==> src/rtl/conv_round_if.sv <==
// conv_round_if: sample bus for the convergent rounding word-width reducer.
//   i_ce   : clock enable. The reducer's output register loads only while this is high.
//   i_val  : signed input sample, IWID bits, two's complement.
//   o_val  : signed, registered, rounded output sample, OWID bits.
// Modports:
//   master : the producer. Drives i_ce and i_val, and observes o_val.
//   slave  : the reducer. Consumes i_ce and i_val, and drives o_val.
interface conv_round_if #(
    parameter int IWID = 16,
    parameter int OWID = 8
);
    logic                   i_ce;
    logic signed [IWID-1:0] i_val;
    logic signed [OWID-1:0] o_val;

    modport master (
        output i_ce,
        output i_val,
        input  o_val
    );

    modport slave (
        input  i_ce,
        input  i_val,
        output o_val
    );
endinterface

==> src/rtl/conv_round.sv <==
// conv_round: registered convergent (round-half-to-even) word-width reducer.
// The block maps an IWID-bit signed sample to OWID bits in three steps:
//   1. It discards the SHIFT MSBs. This scales by 2^SHIFT with no overflow check.
//   2. It drops enough LSBs to reach OWID bits, rounding ties to the even result.
//   3. It registers the result, so the latency is one enabled cycle.
// Any increment that rounding adds wraps modulo 2^OWID. There is no saturation.
// Ports:
//   i_clk   : clock. All state changes on the rising edge.
//   i_reset : synchronous, active-high reset. It clears o_val and takes priority over i_ce.
//   bus     : slave side of conv_round_if, carrying i_ce, i_val and o_val.
module conv_round #(
    parameter int IWID  = 16,
    parameter int OWID  = 8,
    parameter int SHIFT = 0
) (
    input  logic         i_clk,
    input  logic         i_reset,
    conv_round_if.slave  bus
);
    // K is the number of significant bits still retained after the MSB discard.
    localparam int K = IWID - SHIFT;
    localparam int D = K - OWID;

    logic signed [OWID-1:0] next_val;
    logic signed [OWID-1:0] val_p0;

    if (K <= 0 || OWID < 1) begin : g_illegal
        $error("conv_round: illegal configuration IWID=%0d OWID=%0d SHIFT=%0d", IWID, OWID, SHIFT);
        assign next_val = '0;
    end else if (IWID == OWID) begin : g_pass
        assign next_val = bus.i_val;
    end else if (K < OWID) begin : g_extend
        // Fewer retained bits than the output holds: sign-extend from bit K-1.
        assign next_val = {{(OWID-K){bus.i_val[K-1]}}, bus.i_val[K-1:0]};
    end else if (K == OWID) begin : g_exact
        assign next_val = bus.i_val[K-1:0];
    end else begin : g_round
        // The mask covers the dropped bits below the half bit. When exactly one
        // bit is dropped (D == 1) the mask is zero, so nothing counts as "rest"
        // and the rule reduces to trunc + (lost & lsb).
        localparam logic [K-1:0] REST_MASK = K'((64'(1) << (D-1)) - 64'(1));

        function automatic logic [OWID-1:0] round_half_even(input logic [K-1:0] x);
            logic [OWID-1:0] trunc;
            logic            half;
            logic            rest;
            logic            lsb;
            trunc = x[K-1:D];
            half  = x[D-1];
            rest  = |(x & REST_MASK);
            lsb   = x[D];
            // Round up above half. At exactly half, round up only when the
            // truncated value is odd, which lands on the even neighbour.
            return trunc + OWID'(half & (rest | lsb));
        endfunction

        assign next_val = round_half_even(bus.i_val[K-1:0]);
    end

    // Stage p0: output register
    always_ff @(posedge i_clk) begin
        if (i_reset) begin
            val_p0 <= '0;
        end else if (bus.i_ce) begin
            val_p0 <= next_val;
        end
    end

    assign bus.o_val = val_p0;
endmodule

==> src/flat_wrapper.sv <==
// flat-port wrapper written by rule: the top's interface ports become plain ports
module conv_round_flat 
#(
    parameter int IWID  = 16,
    parameter int OWID  = 8,
    parameter int SHIFT = 0
)
  (i_clk, i_reset, bus_i_ce, bus_i_val, bus_o_val);
  conv_round_if #(.IWID(IWID), .OWID(OWID)) bus_i ();
  input  logic i_clk;
  input  logic i_reset;
  input wire logic [$bits(bus_i.i_ce)-1:0] bus_i_ce;
  input wire logic [$bits(bus_i.i_val)-1:0] bus_i_val;
  output wire logic [$bits(bus_i.o_val)-1:0] bus_o_val;
  assign bus_i.i_ce = bus_i_ce;
  assign bus_i.i_val = bus_i_val;
  assign bus_o_val = bus_i.o_val;
  conv_round #(.IWID(IWID), .OWID(OWID), .SHIFT(SHIFT)) u_core (.i_clk(i_clk), .i_reset(i_reset), .bus(bus_i));
endmodule
==> config.mk <==
export PLATFORM = sky130hd
export DESIGN_NAME = conv_round_flat
export DESIGN_NICKNAME = d
export VERILOG_FILES = /design/src/rtl/conv_round_if.sv /design/src/rtl/conv_round.sv /design/src/flat_wrapper.sv
export SDC_FILE = /design/constraint.sdc
export NUM_CORES = 1
export LEC_CHECK = 0
export BUFFER_PORTS_ARGS = -buffer_cell sky130_fd_sc_hd__buf_4
export CORE_AREA = 2 2 39 41
export CTS_CLUSTER_SIZE = 12
export DETAILED_ROUTE_END_ITERATION = 10
export DIE_AREA = 0 0 41 43
export HOLD_SLACK_MARGIN = 0.08
export PLACE_DENSITY_LB_ADDON = 0.2
export SLEW_MARGIN = 15
export SYNTH_ARGS = -nofsm -noshare
export SYNTH_HDL_FRONTEND = slang
export SYNTH_SLANG_ARGS = --single-unit
export TNS_END_PERCENT = 1
==> constraint.sdc <==
create_clock -name i_clk -period 1.1 [get_ports i_clk]
set_input_delay 0.22 -clock i_clk [delete_from_list [all_inputs] [get_ports i_clk]]
set_output_delay 0.22 -clock i_clk [all_outputs]
set_load 0.01 [all_outputs]
==> impl_metrics.py <==
metrics = {
    "global_routing": {
        "track_usage": 0.141,
        "gr-usage-met1": 0.174,
        "grt-busiest-layer": "met2",
        "grt_util_met3": 0.0524,
        "met2_usage": 0.200,
        "grt_max_degree": 16,
        "grt_pass1_wl_microns": 1660,
        "grt_pass1_vias": 417,
        "antenna_found_initial": 0,
        "gr-total-overflow": 0,
    },
    "timing": {
        "setup_violations": 0,
        "max-slew-margin-rel": 0.839,
        "timing.final.crit_share": 0.981,
        "setup_ws_ns": 0.0208,
        "finalClockSkew_ns": 0,
        "hold_viol_final": 0,
        "worst_slew_pin_slew_ns": 0.239,
        "drv_slew": 0,
        "min_period_ns": 1.08,
        "setup_tns_ns": 0,
        "clock.fmax_mhz": 927,
    },
    "layout": {
        "layout_commonest_cell": "buf_4",
        "final_area_sq_um": 733,
        "syn_to_final_growth_pct": 77.6,
        "fin_nets": 102,
        "layout.cells.non_filler": 96,
        "diodes": 0,
        "drive_gt1_frac": 0.538,
        "nFillCells": 149,
        "largest_register_ffs": 8,
        "layout_common_cells": "buf_4 (30), nor2_1 (8), dfxtp_1 (8)",
    },
    "synth": {
        "ys_types": 23,
        "yosysSeqAreaShare": 0.388,
        "synthCells": 47,
        "synth_warnings": 0,
        "synth-seq-cells": 8,
        "avgSynthCellArea_sq_um": 8.79,
        "yosys-top-cells-area": "dfxtp_1 (39%), a311oi_1 (8.5%), nor2_1 (7.3%)",
        "synth_top_cell_area_share": 0.388,
        "syn_area_sq_um": 413,
        "syn-num-nets": 67,
        "synth_top_area_cell": "dfxtp_1",
    },
    "power_and_ir_drop": {
        "power_mw": 0.739,
        "power.share.clock": 0.307,
        "irDropWorstVdd_mv": 0.505,
        "powerDensity_mw_per_mm2": 1010,
        "p_leak_nw": 0.319,
        "power.internal_mw": 0.550,
        "power_frac_comb": 0.259,
        "netSwitchingFraction": 0.256,
        "p_switching_mw": 0.189,
        "p_seq_frac": 0.434,
    },
    "clock_network": {
        "cts_tree": "built",
        "clk_pin_slew_ns": 0.06,
        "cts_root_buf": "clkbuf_4",
        "clock_sinks": 8,
        "postCtsSetupBuffers": 0,
        "clk_latency_ns": 0.25,
        "cts_buffers": 3,
        "ctsLongestPathBuffers": 2,
        "htreeDepth": 1,
    },
    "detailed_routing": {
        "routedWlPerCell_microns": 10.8,
        "routed_via_density": 4.85,
        "drt_wl_total_microns": 1040,
        "ant_nets": 0,
        "vias": 466,
        "dr.pass1.iters": 1,
        "drc_errors": 0,
        "drt_iter0_drc": 0,
    },
    "die": {
        "fp.coreArea_sq_mm": 0.00138,
        "fp.dieH_microns": 43,
        "ioPinCount": 27,
        "rows": 14,
        "die_area_sq_mm": 0.00176,
        "initial_core_util": 0.298,
        "die_w_microns": 41,
    },
    "setup_path": {
        "cp_max_fo": 4,
        "r2r_start": "u_core.bus.o_val[6]",
        "path_depth": 6,
        "ff2ff_setup_slack_ns": 0.38,
        "crit_path_start": "bus_i_val[7]",
        "endpoint_kind": "register",
        "critPathSlowestCell": "or3_1",
        "reg2reg_depth": 2,
        "worstSetupPathType": "in -> reg",
        "crit_arrival_ns": 1.24,
        "rr_endpoint": "u_core.bus.o_val[6]",
        "worst-path-buf-inv": 1,
        "path_delay_family": "simple AND/OR/NAND/NOR gates",
        "endpoint": "u_core.bus.o_val[6]",
        "critPathLaunchType": "input pin",
        "crit_path_cell_trace": "buf_6 > and2_4 > ha_4 > nand3_2 > or3_1 > a311oi_2",
        "crit_required_ns": 1.26,
        "slowest_delay_ns": 0.39,
    },
    "placed_design": {
        "io_buffers": 26,
        "place_area_sq_um": 681,
        "place_inst": 93,
        "gp_congestion": 0.714,
        "dp_slack_ns": -0.251,
    },
    "status": {
        "outcome": "complete, no violations",
    },
    "flow_run": {
        "cap_viol_max_count": 0,
    },
    "min_path": {
        "hold_class": "in -> reg",
    },
}
final cells by class:
class,instances,area (sq um),share of cell area
clock buffers,3,22.5,0.0307
flip-flops and latches,8,160,0.218
well taps,16,20.0,0.0273
inverters,1,3.75,0.00512
repair buffers,32,248,0.338
multi-input cells,36,279,0.381
worst register-to-register path, stage by stage, from the launching register on:
cell and delay, ns:
dfxtp_1 0.33, nor2_1 0.05, a311oi_2 0.25
stage by stage:
stage,hold WS (ns),util
final,0.202,0.530
after floorplan,0.393,-
after global routing,0.209,0.530
after global placement,0.461,0.492
after CTS,0.193,0.508
after detailed placement,0.466,0.492
worst min-delay path by stage:
stage	start	end	slack [ns]	cells past startpoint
finish	i_reset	u_core.bus.o_val[1]	0.20	2
global route	i_reset	u_core.bus.o_val[1]	0.21	2
CTS	i_reset	u_core.bus.o_val[0]	0.19	2
detailed placement	i_reset	u_core.bus.o_val[4]	0.47	2
global placement	i_reset	u_core.bus.o_val[1]	0.46	2
floorplan	bus_i_val[15]	u_core.bus.o_val[7]	0.39	2
what timing repair did:
action / CTS / global route
gates resized for setup: 0 / 6
hold buffers: 0 / 0
endpoints found under the setup margin: 0 / 2
routing by layer:
metal	part of all wire	up-vias	routed length, microns
li1	-	243	-
met3	0.078	3	81
met1	0.43	205	445
met4	0.015	0	16
met5	0	-	0
met2	0.48	15	495
power groups by stage:
stage | sequential [mW] | clock [mW] | combinational, mW
5_1_grt | 0.324 | 0.258 | 0.210
2_1_floorplan | 0.338 | 0 | 0.0579
6_report | 0.321 | 0.227 | 0.191
3_5_place_dp | 0.328 | 0 | 0.182
3_3_place_gp | 0.327 | 0 | 0.181
4_1_cts | 0.321 | 0.239 | 0.182
kinds of logic (layout without fill, tap and decap cells):
logic type,count (synthesis),in the layout,share of synthesized area
simple gates,20,20,0.264
compound gates,11,11,0.203
flops,8,8,0.388
xor+xnor,3,3,0.0636
buf+inv,3,36,0.0272
fa+ha+maj,1,1,0.0303
mux,1,1,0.0242
cells in the mapped netlist (all sizes together):
master / n
a211oi: 3
a311oi: 4
and2: 1
buf: 1
clkbuf: 1
dfxtp: 8
ha: 1
inv: 1
mux2i: 1
nand2: 2
nand3: 2
nand4: 1
nor2: 8
nor2b: 1
o21ai: 2
o31ai: 1
o41ai: 1
or2b: 1
or3: 2
or4: 2
xnor2: 2
xor2: 1
Note: power is estimated with default switching activity, not from simulation.
